**src/rtl/move_pkg.sv**
```systemverilog
// rtl/move_pkg.sv - shared types and grid constants for the move sequencer
package move_pkg;

  localparam int GRID_COLS = 4;
  localparam int GRID_ROWS = 6;
  localparam int MAX_V_DEFAULT = GRID_ROWS - 1;
  localparam int MAX_H_DEFAULT = GRID_COLS - 1;

  typedef enum logic [1:0] {
    UP    = 2'd0,
    DOWN  = 2'd1,
    LEFT  = 2'd2,
    RIGHT = 2'd3
  } dir_e;

  typedef enum logic [1:0] {
    IDLE = 2'd0,
    STEP = 2'd1,
    WAIT = 2'd2,
    DONE = 2'd3
  } state_e;

endpackage

```
**src/rtl/btn_edge.sv**
```systemverilog
// rtl/btn_edge.sv - rising-edge detector for one debounced button level
module btn_edge (
  input  logic clk,
  input  logic rst_n,
  input  logic btn,
  output logic rise
);

  logic btnPrev;

  // Reset to 1 so a button held through reset is not seen as a fresh press.
  always_ff @(posedge clk) begin
    if (!rst_n) btnPrev <= 1'b1;
    else        btnPrev <= btn;
  end

  assign rise = btn & ~btnPrev;

endmodule

```
**src/rtl/move_sequencer.sv**
```systemverilog
// rtl/move_sequencer.sv - paced multi-step grid move sequencer; MOVE_SEQ_REJECT_CNT_EN adds rejectCnt_o
module move_sequencer
  import move_pkg::*;
#(
  parameter int STEP_DIV    = 4,
  parameter int MAX_V_STEPS = MAX_V_DEFAULT,
  parameter int MAX_H_STEPS = MAX_H_DEFAULT
) (
  input  logic       clk,
  input  logic       rst_n,
  input  logic       btnUp,
  input  logic       btnDown,
  input  logic       btnLeft,
  input  logic       btnRight,
  input  logic       upEnable_i,
  input  logic       downEnable_i,
  input  logic       leftEnable_i,
  input  logic       rightEnable_i,
  output logic [1:0] moveDir_o,
  output logic       step_o,
  output logic       busy_o,
  output logic       done_o,
  output logic [2:0] stepCount_o
`ifdef MOVE_SEQ_REJECT_CNT_EN
  ,
  output logic [7:0] rejectCnt_o
`endif
);

  localparam logic [2:0] MAX_V     = 3'(MAX_V_STEPS);
  localparam logic [2:0] MAX_H     = 3'(MAX_H_STEPS);
  localparam logic [7:0] PACE_LOAD = 8'(STEP_DIV - 1);

  logic   riseUp, riseDown, riseLeft, riseRight;
  logic   accept, dirEnable, maxReached;
  dir_e   acceptDir, dir;
  state_e state, stateNext;
  logic [7:0] paceCnt;
  logic [2:0] stepCnt, maxSteps;

  btn_edge uEdgeUp    (.clk(clk), .rst_n(rst_n), .btn(btnUp),    .rise(riseUp));
  btn_edge uEdgeDown  (.clk(clk), .rst_n(rst_n), .btn(btnDown),  .rise(riseDown));
  btn_edge uEdgeLeft  (.clk(clk), .rst_n(rst_n), .btn(btnLeft),  .rise(riseLeft));
  btn_edge uEdgeRight (.clk(clk), .rst_n(rst_n), .btn(btnRight), .rise(riseRight));

  always_comb begin
    accept    = 1'b1;
    acceptDir = UP;
    if (riseUp && upEnable_i)              acceptDir = UP;
    else if (riseDown && downEnable_i)     acceptDir = DOWN;
    else if (riseLeft && leftEnable_i)     acceptDir = LEFT;
    else if (riseRight && rightEnable_i)   acceptDir = RIGHT;
    else                                   accept    = 1'b0;
  end

  always_comb begin
    dirEnable = 1'b0;
    case (dir)
      UP:      dirEnable = upEnable_i;
      DOWN:    dirEnable = downEnable_i;
      LEFT:    dirEnable = leftEnable_i;
      default: dirEnable = rightEnable_i;
    endcase
  end

  assign maxSteps   = (dir == UP || dir == DOWN) ? MAX_V : MAX_H;
  assign maxReached = (stepCnt >= maxSteps);

  // Once the axis limit is hit no further step can follow, so the move closes
  // after a single WAIT cycle instead of pacing out a full interval.
  always_comb begin
    stateNext = state;
    case (state)
      IDLE: if (accept) stateNext = STEP;
      STEP: stateNext = WAIT;
      WAIT: begin
        if (maxReached)         stateNext = DONE;
        else if (paceCnt <= 8'd1) stateNext = dirEnable ? STEP : DONE;
      end
      default: stateNext = IDLE;
    endcase
  end

  always_ff @(posedge clk) begin
    if (!rst_n) begin
      state   <= IDLE;
      dir     <= UP;
      stepCnt <= 3'd0;
      paceCnt <= 8'd0;
    end else begin
      state <= stateNext;
      case (state)
        IDLE: if (accept) begin
          dir     <= acceptDir;
          stepCnt <= 3'd0;
        end
        STEP: begin
          stepCnt <= stepCnt + 3'd1;
          paceCnt <= PACE_LOAD;
        end
        WAIT: if (paceCnt != 8'd0) paceCnt <= paceCnt - 8'd1;
        default: ;
      endcase
    end
  end

  assign moveDir_o   = dir;
  assign step_o      = (state == STEP);
  assign busy_o      = (state != IDLE);
  assign done_o      = (state == DONE);
  assign stepCount_o = stepCnt;

`ifdef MOVE_SEQ_REJECT_CNT_EN
  logic       anyRise;
  logic [7:0] rejectCnt;

  assign anyRise = riseUp | riseDown | riseLeft | riseRight;

  // Only edges refused in IDLE count; edges swallowed while busy do not.
  always_ff @(posedge clk) begin
    if (!rst_n)
      rejectCnt <= 8'd0;
    else if (state == IDLE && anyRise && !accept && rejectCnt != 8'hFF)
      rejectCnt <= rejectCnt + 8'd1;
  end

  assign rejectCnt_o = rejectCnt;
`endif

endmodule

```
**config.mk**
```make
export PLATFORM = sky130hd
export DESIGN_NAME = move_sequencer
export DESIGN_NICKNAME = d
export VERILOG_FILES = /design/src/rtl/move_pkg.sv /design/src/rtl/btn_edge.sv /design/src/rtl/move_sequencer.sv
export SDC_FILE = /design/constraint.sdc
export NUM_CORES = 1
export LEC_CHECK = 0
export ABC_AREA = 1
export BUFFER_PORTS_ARGS = -buffer_cell sky130_fd_sc_hd__buf_2
export CAP_MARGIN = 20
export CORE_MARGIN = 1
export CORE_UTILIZATION = 35
export DETAILED_ROUTE_END_ITERATION = 10
export GPL_ROUTABILITY_DRIVEN = 0
export PLACE_DENSITY_LB_ADDON = 0.1
export SLEW_MARGIN = 5
export SYNTH_ARGS = -nofsm -noshare
export SYNTH_HDL_FRONTEND = slang
export SYNTH_SLANG_ARGS = --single-unit
```
**constraint.sdc**
```tcl
create_clock -name clk -period 1.8 [get_ports clk]
set_input_delay 0.36 -clock clk [delete_from_list [all_inputs] [get_ports clk]]
set_output_delay 0.36 -clock clk [all_outputs]
set_load 0.02 [all_outputs]
```
# Word-level counts from Yosys, hierarchy flattened
# Index checks and enable logic that the tools add are counted.
# totals
regBits	19
latchBits	0
ram_bits	0
rom_bits	0
inputBits	10
out_inout_bits	8
memories	0
# op_classes
addsub	2
mul	0
div_mod_pow	0
order_cmp	2
eq_ne	8
n_shift	0
n_mux	19
bitwise	8
reduce_logical	15
# ops
cell	count
2-bit two-way mux	8
8-bit one-hot mux with 2 select lines	1
8-bit by 1-bit less-or-equal comparator with 1-bit output (second input constant)	1
8-bit two-way mux	1
2-bit AND reduction	4
8-bit nonzero test	1
8-bit by 1-bit subtractor with 8-bit output (second input constant)	1
2-bit == test (second input constant)	3
3-bit two-way mux	2
2-bit one-hot mux with 3 select lines	1
3-bit one-hot mux with 2 select lines	1
2-bit nonzero test	3
1-bit AND	4
2-bit by 1-bit == test with 1-bit output (second input constant)	2
1-bit logical AND	4
2-bit zero test	2
1-bit two-way mux	4
2-bit != test (second input constant)	2
1-bit NOT	4
3-bit by 1-bit adder with 3-bit output (second input constant)	1
3-bit >= comparator	1
3-bit != test (second input constant)	1
1-bit one-hot mux with 3 select lines	1
1-bit logical OR	1

# Logic depth before layout (Yosys ltp)
# logic_depth
depth_word	9
ltp_mapped	10
ltp_nobuf	10

# Hierarchy
# A second synthesis with hierarchy kept.
# unflattened
cells_unflattened	164
area_unflattened_um2	1081.0
# modules_own_cells
mod	instances	cells_per_inst	area_each_um2	seq_area_each_um2
move_sequencer	1	148	945.9	300.3
btn_edge	4	4	33.8	20.0

# Worst setup path before layout
# Ideal clock, no wire load.
# synth_path
path_type	reg-to-reg
startpoint	reg dir[1], in the netlist moveDir_o[1]
endpoint	reg state[1]
setup_time_ns	0.111
arrival_ns	1.290
required_ns	1.689
path_slack_ns	0.399
stages_incl_launch_ff	11
n_path_buf	0
synth_period_minus_slack_ns	1.401
path_cell_list	dfxtp_1 -> inv_1 -> ha_1 -> nand2_1 -> nor2_1 -> nor2_1 -> nand3_1 -> nand2_1 -> nand2_1 -> nor2_1 -> nor2_1
# synth_between
elab_chain_cells	6
elab_cells_between_ends	13
# synth_rtl
element	line	source
start, declared	move_sequencer.sv:36	dir_e acceptDir, dir;
start signal, assigned	move_sequencer.sv:94	dir <= acceptDir;
2-bit by 1-bit == test with 1-bit output, or another cell as far along	move_sequencer.sv:58, move_sequencer.sv:66	
1-bit logical OR or 1-bit one-hot mux with 3 select lines (tied branches)	move_sequencer.sv:66, move_sequencer.sv:58	
3-bit two-way mux or 2-bit two-way mux (tied branches)	move_sequencer.sv:66, move_sequencer.sv:78	
3-bit >= comparator or 2-bit two-way mux (tied branches)	move_sequencer.sv:67, move_sequencer.sv:78	
2-bit two-way mux or 3-bit != test (tied branches)	n/a	
2-bit one-hot mux with 3 select lines or 2-bit AND reduction (tied branches)	n/a	
end signal, assigned	move_sequencer.sv:91	state <= stateNext;
end, declared	move_sequencer.sv:37	state_e state, stateNext;
# Parallel ways exist; a longest one is shown, timed or not. The select of a mux whose other input is x is not followed.
# A chain may end at the register's enable or synchronous reset.

# Worst setup path after layout
# layout_path
startpoint	reg state[0]
endpoint	out step_o
# layout_between
elab_chain_cells	1
# layout_rtl
element	line	source
2-bit by 1-bit == test with 1-bit output	move_sequencer.sv:108	assign step_o = (state == STEP);
end, declared	move_sequencer.sv:20	output logic step_o,
# Every way passes these cells.

==> impl_metrics.toml <==
[status]
status = "complete, no violations"

[die]
die-area_um2 = 3190
dieWidth_um = 56.5
coreArea_um2 = 2780
io_pins = 18
rows = 19
start_util_pct = 37.4
fp.dieH_um = 56.5

[clocking]
post_cts_resized = 0
htreeDepth = 1
clock_latency_ns = 0.31
cts_setup_buffers = 0
cts.sink_count = 19
ctsHoldBuffers = 0
clk_pin_slew_ns = 0.12
tritoncts = "yes"
numCtsBuffers = 3
ctsRootBufferMaster = "clkbuf_4"
cts_buffer_depth = 2

[finish]
drive_gt1_share_pct = 19.3
final_cell_mix = "nand2_1, inv_1, nor2_1"
register_area_um2 = 380
multi_input_area_um2 = 557
antenna_cells = 0
num-fill-cells = 306
fin_cells = 207
syn2layout_area_growth_pct = 13.7
final_nets = 192
final_common_cell = "nand2_1"

[synthesis]
ys_warn_count = 0
ys_ff_latch = 19
ys_seq_area_share_pct = 36.6
syn-instance-count = 157
synth.avg_cell_area_um2 = 6.62
syn-cell-area_um2 = 1040
synth_nets = 172
synth.distinct_cells = 22

[timing]
skew_ns = 0.0129
slew_headroom_pct = 79.0
hold_slack_ns = 0.239
rsz0062_at_grt = "no"
post-route-period-util_pct = 92.7
max_clock_freq_mhz = 599
fin_tns_setup_ns = 0
tightest_slew_ns = 0.315
hold_violations = 0
period_minus_slack_ns = 1.67
finalSetupViolCount = 0
setup_ws_ns = 0.132
maxSlewViolCount = 0

[power]
p_comb_share_pct = 48.2
p_int_uw = 865
ir_drop_mv = 0.780
p_leak_uw = 0.000608
power_density_nw_per_um2 = 1360
p_seq_share_pct = 37.7
power_switching_uw = 748
switching_share_pct = 46.4
p_clk_share_pct = 14.1

[placed_design]
dp_cells = 203
dp_hpwl_um = 1690
port_buffers = 17
pre_cts_ws_ns = 0.372

[route]
viasPerCell = 4.82
routed_wirelength_um = 2230
drtIter0Drc = 21
route.detailed.wl_per_inst_um = 10.8
dr.pass1.iters = 4
drcViolationCount = 0
drt.antenna.violating_nets = 0
vias = 997

[global_route]
grt_util_all_layers_pct = 14.7
grt_first_pass_wirelength_um = 3610
gr-max-usage-layer = "met2"
grt_pass1_vias = 837
antenna_found_initial = 0
grt_util_met2_pct = 24.7
met3_usage_pct = 5.07
grt_max_degree = 12
gr-total-overflow = 0
use_met1_pct = 18.1

[worst_hold_path]
min_from = "btnDown"
hp-class = "input pin to flip-flop"

[critical_path]
cp-start-kind = "flip-flop"
required_ns = 1.44
cp_slowest_cell = "dfxtp_1"
path_class = "flip-flop to primary output"
worstSetupStartpoint = "state[0]$_SDFFE_PN0P_"
cpPeakStageDelay_ns = 0.46
cp_max_fo = 8
endpoint_kind = "primary output"
path_cells = "nand2_2 -> inv_1 -> buf_2"
r2r-start = "paceCnt[0]$_SDFFE_PN0P_"
crit_arrival_ns = 1.31

[job]
cap_violations = 0
per-stage QoR:
step | area (µm²) | total power [µW] | utilization [%]
floorplan | 1040 | 1220 | -
global placement | 1150 | 1390 | 41.5
detailed placement | 1150 | 1400 | 41.5
CTS | 1180 | 1630 | 42.5
global route | 1180 | 1760 | 42.5
finish | 1180 | 1610 | 42.5
worst max-delay path: cells and delay by family (launching register included):
family                 cells  cell delay (ns)
flip-flops                 1             0.46
buffers and inverters      2             0.35
AND/OR/NAND/NOR            1             0.19
Yosys cell counts, drive strengths merged:
cell / number / area share, %
nand3b: 1 / 0.72
nand2: 37 / 14
a211oi: 1 / 0.72
inv: 25 / 9.0
a21oi: 9 / 4.3
clkbuf: 1 / 0.36
o21ai: 10 / 5.2
buf: 1 / 0.48
nor2: 23 / 9.5
nand4: 3 / 1.8
dfxtp: 19 / 37
nor3: 3 / 1.4
nand3: 14 / 6.7
ha: 5 / 6.0
or2: 5 / 3.0
per-layer routing:
| metal | up-vias | part of all wire [%] |
|---|---|---|
| li1 | 539 | - |
| met1 | 437 | 49 |
| met2 | 19 | 45 |
| met3 | 2 | 5.2 |
| met4 | 0 | 0.54 |
| met5 | - | 0 |
flip-flops by register name, summed over array words and instances (netlist names):
register            count
paceCnt                 8
state                   2
stepCount_o             3
moveDir_o               2
uEdgeDown.btnPrev       1
uEdgeUp.btnPrev         1
uEdgeLeft.btnPrev       1
uEdgeRight.btnPrev      1
power by group through the flow:
| stage | clock, µW | combinational [µW] | sequential (µW) |
|---|---|---|---|
| final | 227 | 778 | 609 |
| after global routing | 260 | 882 | 623 |
| after CTS | 236 | 786 | 610 |
| after detailed placement | 0 | 783 | 619 |
| after global placement | 0 | 773 | 615 |
| after floorplan | 0 | 603 | 614 |
worst paths after layout:
kind                                   to  slack, ns  depth (start not counted)
min          uEdgeDown.btnPrev$_SDFF_PN1_       0.24                          2
max                                step_o       0.13                          3
max reg2reg       paceCnt[6]$_SDFFE_PN0P_       0.36                          8
min reg2reg   stepCount_o[2]$_SDFFE_PN0P_       0.51                          1
cell families (layout without fill, tap and decap cells):
| logic type | count (synthesis) | count (layout) | synth area share (%) |
|---|---|---|---|
| adder cells (fa/ha/maj) | 5 | 5 | 6.02 |
| AO/OA/AOI/OAI | 20 | 20 | 10.2 |
| flip-flops | 19 | 19 | 36.6 |
| buffers and inverters | 27 | 46 | 9.87 |
| AND/OR/NAND/NOR | 86 | 86 | 37.3 |
cell type report:
class	instances	share of cell area [%]
Clock buffer	3	1.90
Multi-Input combinational cell	111	47.1
Inverter	25	7.94
Timing Repair Buffer	17	7.20
Clock inverter	1	0.423
Sequential cell	19	32.2
Tap cell	31	3.28
Note: power is estimated with default switching activity, not from simulation.
